`config.mk`:
```
export PLATFORM = sky130hd
export DESIGN_NAME = writeback_unit
export DESIGN_NICKNAME = d
export VERILOG_FILES = /design/src/rtl/writeback_unit_pkg.sv /design/src/rtl/register_scoreboard.sv /design/src/rtl/writeback_unit.sv
export SDC_FILE = /design/constraint.sdc
export NUM_CORES = 1
export LEC_CHECK = 0
export CORE_AREA = 3 3 108 110
export CTS_CLUSTER_SIZE = 25
export DETAILED_ROUTE_END_ITERATION = 10
export DIE_AREA = 0 0 111 113
export DONT_BUFFER_PORTS = 1
export GPL_ROUTABILITY_DRIVEN = 0
export MAX_ROUTING_LAYER = met4
export PLACE_DENSITY = 0.75
export SLEW_MARGIN = 20
export SYNTH_ARGS = -nofsm -noshare
export SYNTH_HDL_FRONTEND = slang
export SYNTH_HIERARCHICAL = 1
export SYNTH_SLANG_ARGS = --single-unit
export TNS_END_PERCENT = 20
```
`constraint.sdc`:
```
create_clock -name i_Clock -period 2.6 [get_ports i_Clock]
set_clock_uncertainty 0.15 [all_clocks]
set_input_delay 0.52 -clock i_Clock [delete_from_list [all_inputs] [get_ports i_Clock]]
set_output_delay 0.52 -clock i_Clock [all_outputs]
set_load 0.005 [all_outputs]
```
`src/rtl/writeback_unit_pkg.sv`:
```
// writeback_unit_pkg: shared core widths and writeback source encodings.
// Imported by writeback_unit and register_scoreboard.
package writeback_unit_pkg;

   localparam int CORE_XLEN           = 32;
   localparam int CORE_REG_ADDR_WIDTH = 5;

   typedef enum logic {
      WB_SRC_ALU  = 1'b0,
      WB_SRC_LOAD = 1'b1
   } wb_src_e;

endpackage

```
`src/rtl/register_scoreboard.sv`:
```
// register_scoreboard: per-register pending-write bits with rs1/rs2 queries.
// Ports: i_Set_* (issue), i_Clear_* (write port), i_RsK_Addr -> o_RsK_Busy.
module register_scoreboard
   import writeback_unit_pkg::*;
#(
   parameter int REG_ADDR_WIDTH = CORE_REG_ADDR_WIDTH
) (
   input  logic                      i_Clock,
   input  logic                      i_Reset,
   input  logic                      i_Enable,
   input  logic                      i_Set_Valid,
   input  logic [REG_ADDR_WIDTH-1:0] i_Set_Addr,
   input  logic                      i_Clear_Valid,
   input  logic [REG_ADDR_WIDTH-1:0] i_Clear_Addr,
   input  logic [REG_ADDR_WIDTH-1:0] i_Rs1_Addr,
   input  logic [REG_ADDR_WIDTH-1:0] i_Rs2_Addr,
   output logic                      o_Rs1_Busy,
   output logic                      o_Rs2_Busy
);

   localparam int NREG = 2 ** REG_ADDR_WIDTH;

   logic [NREG-1:0] busy;
   logic [NREG-1:0] set_mask;
   logic [NREG-1:0] clr_mask;

   // x0 is never set, so busy[0] stays 0 from reset onward.
   always_comb begin
      set_mask = '0;
      clr_mask = '0;
      if (i_Set_Valid && i_Set_Addr != '0)
         set_mask[i_Set_Addr] = 1'b1;
      if (i_Clear_Valid)
         clr_mask[i_Clear_Addr] = 1'b1;
   end

   // Set is applied after clear so a same-cycle reissue stays pending.
   always_ff @(posedge i_Clock) begin
      if (i_Reset)
         busy <= '0;
      else if (i_Enable)
         busy <= (busy & ~clr_mask) | set_mask;
   end

   // A register being written this cycle is readable via the RF bypass.
   assign o_Rs1_Busy = busy[i_Rs1_Addr] &&
                       !(i_Clear_Valid && i_Clear_Addr == i_Rs1_Addr);
   assign o_Rs2_Busy = busy[i_Rs2_Addr] &&
                       !(i_Clear_Valid && i_Clear_Addr == i_Rs2_Addr);

endmodule

```
`src/rtl/writeback_unit.sv`:
```
// writeback_unit: buffers ALU/load results, round-robin arbitrates onto the
// register file write port and tracks pending writes for hazard queries.
// Ports: ALU/load valid-ready inputs, issue/rs queries, RF write port.
// Optional macro WRITEBACK_FORWARD_EN adds o_Rs1_Fwd_Data/o_Rs2_Fwd_Data
// forwarding from the source buffers.
module writeback_unit
   import writeback_unit_pkg::*;
#(
   parameter int XLEN           = CORE_XLEN,
   parameter int REG_ADDR_WIDTH = CORE_REG_ADDR_WIDTH
) (
   input  logic                      i_Clock,
   input  logic                      i_Reset,
   input  logic                      i_Enable,
   input  logic                      i_Alu_Valid,
   output logic                      o_Alu_Ready,
   input  logic [REG_ADDR_WIDTH-1:0] i_Alu_Rd,
   input  logic [XLEN-1:0]           i_Alu_Data,
   input  logic                      i_Load_Valid,
   output logic                      o_Load_Ready,
   input  logic [REG_ADDR_WIDTH-1:0] i_Load_Rd,
   input  logic [XLEN-1:0]           i_Load_Data,
   input  logic                      i_Issue_Valid,
   input  logic [REG_ADDR_WIDTH-1:0] i_Issue_Rd,
   input  logic [REG_ADDR_WIDTH-1:0] i_Rs1_Addr,
   input  logic [REG_ADDR_WIDTH-1:0] i_Rs2_Addr,
   output logic                      o_Rs1_Busy,
   output logic                      o_Rs2_Busy,
   output logic                      o_Write_Enable,
   output logic [REG_ADDR_WIDTH-1:0] o_Write_Addr,
   output logic [XLEN-1:0]           o_Write_Data
`ifdef WRITEBACK_FORWARD_EN
   ,
   output logic [XLEN-1:0]           o_Rs1_Fwd_Data,
   output logic [XLEN-1:0]           o_Rs2_Fwd_Data
`endif
);

   logic                      alu_vld;
   logic [REG_ADDR_WIDTH-1:0] alu_rd;
   logic [XLEN-1:0]           alu_data;
   logic                      ld_vld;
   logic [REG_ADDR_WIDTH-1:0] ld_rd;
   logic [XLEN-1:0]           ld_data;
   wb_src_e                   rr_ptr;

   logic grant_alu;
   logic grant_ld;
   logic alu_acc;
   logic ld_acc;
   logic sb_busy1;
   logic sb_busy2;

   assign grant_alu = alu_vld && (!ld_vld || rr_ptr == WB_SRC_ALU);
   assign grant_ld  = ld_vld && (!alu_vld || rr_ptr == WB_SRC_LOAD);

   assign o_Alu_Ready  = i_Enable && (!alu_vld || grant_alu);
   assign o_Load_Ready = i_Enable && (!ld_vld || grant_ld);
   assign alu_acc      = i_Alu_Valid && o_Alu_Ready;
   assign ld_acc       = i_Load_Valid && o_Load_Ready;

   always_comb begin
      o_Write_Enable = i_Enable && (grant_alu || grant_ld);
      o_Write_Addr   = '0;
      o_Write_Data   = '0;
      if (o_Write_Enable) begin
         o_Write_Addr = grant_ld ? ld_rd : alu_rd;
         o_Write_Data = grant_ld ? ld_data : alu_data;
      end
   end

   // rd==0 results complete the handshake but never occupy a buffer.
   always_ff @(posedge i_Clock) begin
      if (i_Reset) begin
         alu_vld  <= 1'b0;
         alu_rd   <= '0;
         alu_data <= '0;
         ld_vld   <= 1'b0;
         ld_rd    <= '0;
         ld_data  <= '0;
         rr_ptr   <= WB_SRC_LOAD;
      end else if (i_Enable) begin
         if (alu_acc && i_Alu_Rd != '0) begin
            alu_vld  <= 1'b1;
            alu_rd   <= i_Alu_Rd;
            alu_data <= i_Alu_Data;
         end else if (grant_alu) begin
            alu_vld  <= 1'b0;
         end
         if (ld_acc && i_Load_Rd != '0) begin
            ld_vld  <= 1'b1;
            ld_rd   <= i_Load_Rd;
            ld_data <= i_Load_Data;
         end else if (grant_ld) begin
            ld_vld  <= 1'b0;
         end
         if (grant_alu)
            rr_ptr <= WB_SRC_LOAD;
         else if (grant_ld)
            rr_ptr <= WB_SRC_ALU;
      end
   end

   register_scoreboard #(
      .REG_ADDR_WIDTH(REG_ADDR_WIDTH)
   ) u_scoreboard (
      .i_Clock       (i_Clock),
      .i_Reset       (i_Reset),
      .i_Enable      (i_Enable),
      .i_Set_Valid   (i_Issue_Valid),
      .i_Set_Addr    (i_Issue_Rd),
      .i_Clear_Valid (o_Write_Enable),
      .i_Clear_Addr  (o_Write_Addr),
      .i_Rs1_Addr    (i_Rs1_Addr),
      .i_Rs2_Addr    (i_Rs2_Addr),
      .o_Rs1_Busy    (sb_busy1),
      .o_Rs2_Busy    (sb_busy2)
   );

`ifdef WRITEBACK_FORWARD_EN
   logic hit_alu1, hit_ld1, hit_alu2, hit_ld2;

   assign hit_alu1 = alu_vld && i_Rs1_Addr != '0 && alu_rd == i_Rs1_Addr;
   assign hit_ld1  = ld_vld && i_Rs1_Addr != '0 && ld_rd == i_Rs1_Addr;
   assign hit_alu2 = alu_vld && i_Rs2_Addr != '0 && alu_rd == i_Rs2_Addr;
   assign hit_ld2  = ld_vld && i_Rs2_Addr != '0 && ld_rd == i_Rs2_Addr;

   // The load is the younger producer when both buffers match.
   assign o_Rs1_Fwd_Data = hit_ld1 ? ld_data :
                           hit_alu1 ? alu_data : '0;
   assign o_Rs2_Fwd_Data = hit_ld2 ? ld_data :
                           hit_alu2 ? alu_data : '0;
   assign o_Rs1_Busy = sb_busy1 && !(hit_ld1 || hit_alu1);
   assign o_Rs2_Busy = sb_busy2 && !(hit_ld2 || hit_alu2);
`else
   assign o_Rs1_Busy = sb_busy1;
   assign o_Rs2_Busy = sb_busy2;
`endif

endmodule

```
======== Word level (Yosys, flattened, before mapping) ========
Index checks and enable logic that the tools add are counted.
storage, ports and cells
  register bits ........................... 109
  bits of input ports ..................... 95
operators by class
  muxes and demuxes ....................... 19
  reduce and logical (&&, ||, !) cells .... 36
  equal/unequal tests ..................... 2
  bitwise logic cells ..................... 4
  order comparisons ....................... 6
operator list
  kind                count
  $mux 32             4
  $and 32x32->32      1
  $not 32->32         1
  $or 32x32->32       1
  $lt 5x6->1 const B  4
  $logic_and 1x1->1   16
  $reduce_bool 5->1   3
  $bmux 1 s5          2
  $demux 1 s5         2
  $eq 5x5->1          2
  $ge 5x1->1 const B  2
  $mux 5              2
  $reduce_and 2->1    5
  $mux 1              9
  $reduce_bool 2->1   3
  $logic_or 1x1->1    5
  $logic_not 1->1     4
  $not 1->1           1

======== Longest topological paths before layout ========
  depth in word-level cells ............... 14
  gate-level depth with buffers ........... 10
  gate-level depth less buffers ........... 7

======== Hierarchy ========
Netlist, hierarchy kept.
by module, submodules not included
  module               area each (µm²)  cells an instance  instances  seq. area each (µm²)
  writeback_unit       4137.7           479                1          1541.5
  register_scoreboard  2055.7           232                1          640.6

======== Worst setup path before layout ========
Ideal clock, no wire load.
  path type ............................... reg2out
  from .................................... register rr_ptr
  to ...................................... output o_Rs1_Busy
  data arrival time ....................... 2198 ps
  setup slack ............................. -268 ps
  cell stages (with the launch flop) ...... 11
  buffers on the path ..................... 3
  cell sequence ........................... dfxtp_1 -> nand2b_1 -> clkbuf_1 -> buf_1 -> nand3_1 -> a21oi_1 -> clkbuf_1 -> xor2_1 -> nor4_1 -> nand3_1 -> o2111a_1
on the way
  word-level cells in the longest chain between the ends .. 10
  elaborated cells between the ends (all ways) .. 13
ends and longest elaborated chain
  what                    line                       source
  start, declared         writeback_unit.sv:45       wb_src_e rr_ptr;
  start signal, assigned  writeback_unit.sv:81       rr_ptr <= WB_SRC_LOAD;
  start signal, assigned  writeback_unit.sv:98       rr_ptr <= WB_SRC_LOAD;
  start signal, assigned  writeback_unit.sv:100      rr_ptr <= WB_SRC_ALU;
  $not 1->1               writeback_unit.sv:54       assign grant_alu = alu_vld && (!ld_vld || rr_ptr == WB_SRC_ALU);
  $logic_or 1x1->1        writeback_unit.sv:54
  $logic_and 1x1->1       writeback_unit.sv:54
  $logic_or 1x1->1        writeback_unit.sv:63       o_Write_Enable = i_Enable && (grant_alu || grant_ld);
  $logic_and 1x1->1       writeback_unit.sv:63
  $mux 5 *                writeback_unit.sv:66       if (o_Write_Enable) begin
  via o_Write_Addr[3]     writeback_unit.sv:30       output logic [REG_ADDR_WIDTH-1:0] o_Write_Addr,
  $eq 5x5->1 *            register_scoreboard.sv:47  !(i_Clear_Valid && i_Clear_Addr == i_Rs1_Addr);
  $logic_and 1x1->1 *     register_scoreboard.sv:47
  $logic_not 1->1 *       register_scoreboard.sv:47
  $logic_and 1x1->1 *     register_scoreboard.sv:46  assign o_Rs1_Busy = busy[i_Rs1_Addr] &&
  end, declared           writeback_unit.sv:27       output logic o_Rs1_Busy,
The timed path passes the listed nets; every way through them passes the cells marked *.

======== Worst setup path in the final report ========
  from .................................... register alu_vld
  to ...................................... output o_Rs2_Busy
on the way
  word-level cells in the longest chain between the ends .. 10
  elaborated cells between the ends (all ways) .. 12
ends and longest elaborated chain
  what                    line                       source
  start, declared         writeback_unit.sv:39       logic alu_vld;
  start signal, assigned  writeback_unit.sv:75       alu_vld <= 1'b0;
  start signal, assigned  writeback_unit.sv:84       alu_vld <= 1'b1;
  start signal, assigned  writeback_unit.sv:88       alu_vld <= 1'b0;
  $logic_not 1->1         writeback_unit.sv:55       assign grant_ld = ld_vld && (!alu_vld || rr_ptr == WB_SRC_LOAD);
  $logic_or 1x1->1        writeback_unit.sv:55
  $logic_and 1x1->1       writeback_unit.sv:55
  $logic_or 1x1->1        writeback_unit.sv:63
  $logic_and 1x1->1       writeback_unit.sv:63
  $mux 5                  writeback_unit.sv:66
  $eq 5x5->1              register_scoreboard.sv:49  !(i_Clear_Valid && i_Clear_Addr == i_Rs2_Addr);
  $logic_and 1x1->1 *     register_scoreboard.sv:49
  $logic_not 1->1 *       register_scoreboard.sv:49
  $logic_and 1x1->1 *     register_scoreboard.sv:48  assign o_Rs2_Busy = busy[i_Rs2_Addr] &&
  end, declared           writeback_unit.sv:28       output logic o_Rs2_Busy,
Every way passes the cells marked *; elsewhere a longest branch is shown, timed or not.

==> out/metrics.yaml <==
status: "finished, violations left"
violations: "negative setup slack"
port_buffers: 0
grt_pass1_vias: 5256
hold_path.class: "input pin to flop"
cts-root-buf: "clkbuf_8"
max_slew_margin: 0.4442
cts.clk_slew.worst_paths_ns: 0.11
insertion_delay_ns: 0.39
crit_buf_inv: 0
cp_cell_sequence: "nor2b_4, o21ai_2, a21oi_4, xor2_1, nor4_1, nand3_1, o2111a_1"
syn-cell-area_um2: 6193
grt_first_pass_wirelength_um: 26150
drcViolationCount: 0
crit_arrival_ns: 2.04
die_h_um: 113
antenna_found_initial: 0
num-fill-cells: 941
critical_path.top_delay_family: "simple AND/OR/NAND/NOR gates"
slowest_stage: "dfxtp_4"
multi_input_area_um2: 3775
clkSinkCount: 109
fp.coreArea_um2: 10790
syn_inst: 711
die_area_um2: 12540
synth_nets: 806
grtUsageMet2: 0.4090
overflow: 0
ant_nets: 0
cts_tree: "done"
end_kind: "primary output"
path_class: "flop to primary output"
drive_gt1_frac: 0.1016
cts_buffer_depth: 2
wl_per_cell_um: 19.18
cpPeakStageDelay_ns: 0.40
ios: 137
timing.setup.tns_ns: -0.1674
hold_violations: 0
worst_pin_slew_ns: 0.8268
syn_to_final_growth_pct: 6.849
r2r_setup_slack_ns: 0.23
place_inst: 814
cp_data_required_time_ns: 1.93
slew_violations: 0
netSwitchingFraction: 0.2552
p_sw_uw: 809.5
fp-row-count: 38
p_leak_nw: 2.276
grt_busiest_layer: "met2"
rsz0062_at_grt: "yes"
vias_per_cell: 6.070
ff_latch_area_um2: 2191
finalSetupViolations: 2
n_antenna_cell: 0
period_share: 1.041
comb_power_share: 0.110
max_freq_mhz: 369.4
grt_usage: 0.2643
htree_levels: 3
start_util: 0.5738
drt_iter0_drc: 547
path_max_fanout: 6
cellPowerDensity_nw_per_um2: 479.4
seqPwrFrac: 0.560
r2r_start: "alu_vld"
cp-start-kind: "flop"
hold_end: "u_scoreboard/busy[10]"
intPower_mw: 2.363
period_needed_ns: 2.707
synth.yosys.seq_area_share: 0.3523
wirelength_um: 16090
synth-seq-cells: 109
first_pass_iters: 5
hold_path.startpoint: "i_Reset"
cts_buffers: 9
drv_cap: 0
fin_cells: 839
min_delay_path_depth: 1
power_frac_clock: 0.330
cts_hold_buffers: 0
rr_endpoint: "u_scoreboard/busy[6]"
use_met3: 0.08717
grt_max_degree: 184
yosys_warnings: 6
r2r_cells: 9
fin_nets: 789
die_width_um: 111
met1_usage: 0.3220
num_vias: 5093
yosysUniqueCellTypes: 38
setup_ws_ns: -0.1071
hpwl_um: 11170
vdd_ir_drop_max_v: 0.0004353
synth.avg_cell_area_um2: 8.711
## logic make-up after synthesis
| logic type | count (synthesis) | share of synthesized area |
|---|---|---|
| muxes | 100 | 0.1923 |
| AOI/OAI and AO/OA | 158 | 0.1337 |
| xor gates and xnor gates | 10 | 0.01414 |
| buffers and inverters | 61 | 0.05212 |
| and+or+nand+nor | 273 | 0.2554 |
| DFF | 109 | 0.3523 |
## flip-flops by register name, indices dropped and copies added, names as in the netlist
| register | cells |
|---|---|
| alu_vld | 1 |
| ld_rd | 5 |
| ld_data | 32 |
| rr_ptr | 1 |
| alu_rd | 5 |
| alu_data | 32 |
| u_scoreboard/busy | 32 |
| ld_vld | 1 |
## repair_timing
item / CTS / global route
buffers inserted: 7 / 2
pin swaps: 11 / 5
gates resized for setup: 24 / 6
setup endpoints to repair: 2 / 7
## metal layers
| metal | vias to the layer above | part of all wire |
|---|---|---|
| li1 | 2442 | - |
| met1 | 2394 | 0.42 |
| met2 | 219 | 0.46 |
| met3 | 38 | 0.090 |
| met4 | 0 | 0.025 |
| met5 | - | 0 |
## cell type report
cell class | instances | share of cell area
clock buffers | 9 | 0.01872
multi-input cells | 541 | 0.5704
well taps | 140 | 0.02647
inverters | 3 | 0.001702
flip-flops and latches | 109 | 0.3311
repair buffers | 30 | 0.04084
clock inverters | 7 | 0.01078
## cells in the mapped netlist
| cell type | count | share of area |
|---|---|---|
| nor4_1 | 2 | 0.0020 |
| o21ai_0 | 77 | 0.062 |
| or3b_2 | 1 | 0.0014 |
| nand2_1 | 41 | 0.025 |
| and3b_1 | 2 | 0.0028 |
| nor3b_1 | 4 | 0.0048 |
| nor2_1 | 8 | 0.0048 |
| a21oi_1 | 72 | 0.058 |
| xnor2_1 | 2 | 0.0028 |
| or3_1 | 2 | 0.0020 |
| mux2i_1 | 86 | 0.14 |
| mux2_2 | 2 | 0.0036 |
| and2_1 | 3 | 0.0030 |
| buf_6 | 12 | 0.022 |
| clkbuf_1 | 41 | 0.025 |
| and3_1 | 1 | 0.0010 |
| a221o_1 | 1 | 0.0016 |
| nor4_2 | 1 | 0.0020 |
| a211oi_1 | 4 | 0.0048 |
| mux4_2 | 2 | 0.0073 |
| nand2b_1 | 149 | 0.15 |
| dfxtp_1 | 109 | 0.35 |
| o211a_1 | 2 | 0.0032 |
| buf_2 | 3 | 0.0024 |
| xor2_1 | 8 | 0.011 |
| nor3_1 | 1 | 0.00081 |
| nand4_1 | 1 | 0.0010 |
| nand3b_1 | 6 | 0.0073 |
| and4_1 | 1 | 0.0014 |
| o2111a_1 | 2 | 0.0036 |
| inv_1 | 3 | 0.0018 |
| buf_1 | 2 | 0.0012 |
| nor2b_1 | 3 | 0.0030 |
| nand3_1 | 41 | 0.033 |
| mux4_1 | 10 | 0.042 |
| nand4b_1 | 2 | 0.0028 |
| nor3b_2 | 2 | 0.0040 |
| or4_1 | 2 | 0.0024 |
## power by group through the flow
stage	Clock, mW	Combinational [mW]	Sequential, mW
6_report	1.05	0.349	1.78
5_1_grt	1.14	0.382	1.78
4_1_cts	1.07	0.345	1.77
3_5_place_dp	0	0.328	1.81
3_3_place_gp	0	0.318	1.81
2_1_floorplan	0	0.316	1.80
## layout by cell type (no fill, tap or decap), types with 3 or more instances in the layout
cell type	synthesis	layout
a211oi_1	4	4
a21oi_1	72	67
a21oi_4	0	3
and2_1	3	3
buf_12	0	3
buf_4	0	25
clkbuf_8	0	9
clkinv_2	0	3
dfxtp_1	109	106
inv_6	0	3
mux2i_1	86	86
mux4_1	10	10
nand2_1	41	41
nand2b_1	149	148
nand3_1	41	41
nand3b_1	6	6
nor2_1	8	8
nor3b_1	4	4
o21ai_0	77	71
xor2_1	8	8
## how the worst max path moves through the flow
stage                 start         end  depth (start not counted)  slack, ns
CTS                 alu_vld  o_Rs2_Busy                          7      -0.04
global route        alu_vld  o_Rs2_Busy                          7      -0.19
detailed placement  alu_vld  o_Rs2_Busy                          7       0.02
finish              alu_vld  o_Rs2_Busy                          7      -0.11
floorplan            ld_vld  o_Rs1_Busy                         10    -0.0005
global placement    alu_vld  o_Rs2_Busy                          7       0.13
## through the flow
| step | util | setup slack [ns] | hold WS, ns | total power [mW] | area (µm²) |
|---|---|---|---|---|---|
| after floorplan | - | -0.0005238 | 0.2952 | 2.113 | 6202 |
| after global placement | 0.5786 | 0.1285 | 0.3039 | 2.125 | 6245 |
| after detailed placement | 0.5786 | 0.02301 | 0.3105 | 2.139 | 6245 |
| after CTS | 0.6096 | -0.04253 | 0.03133 | 3.189 | 6579 |
| after global routing | 0.6131 | -0.1931 | 0.02224 | 3.305 | 6618 |
| final | 0.6131 | -0.1071 | 0.03855 | 3.172 | 6618 |
## worst register-to-register path, stage by stage, from the launching register on
cell     delay (ns)
dfxtp_4        0.40
nor2b_4        0.24
buf_4          0.16
o21ai_4        0.05
a21oi_4        0.17
buf_4          0.14
buf_4          0.15
or3b_2         0.49
o21ai_0        0.21
a21oi_1        0.10
Power figures use the tool's default switching activity.
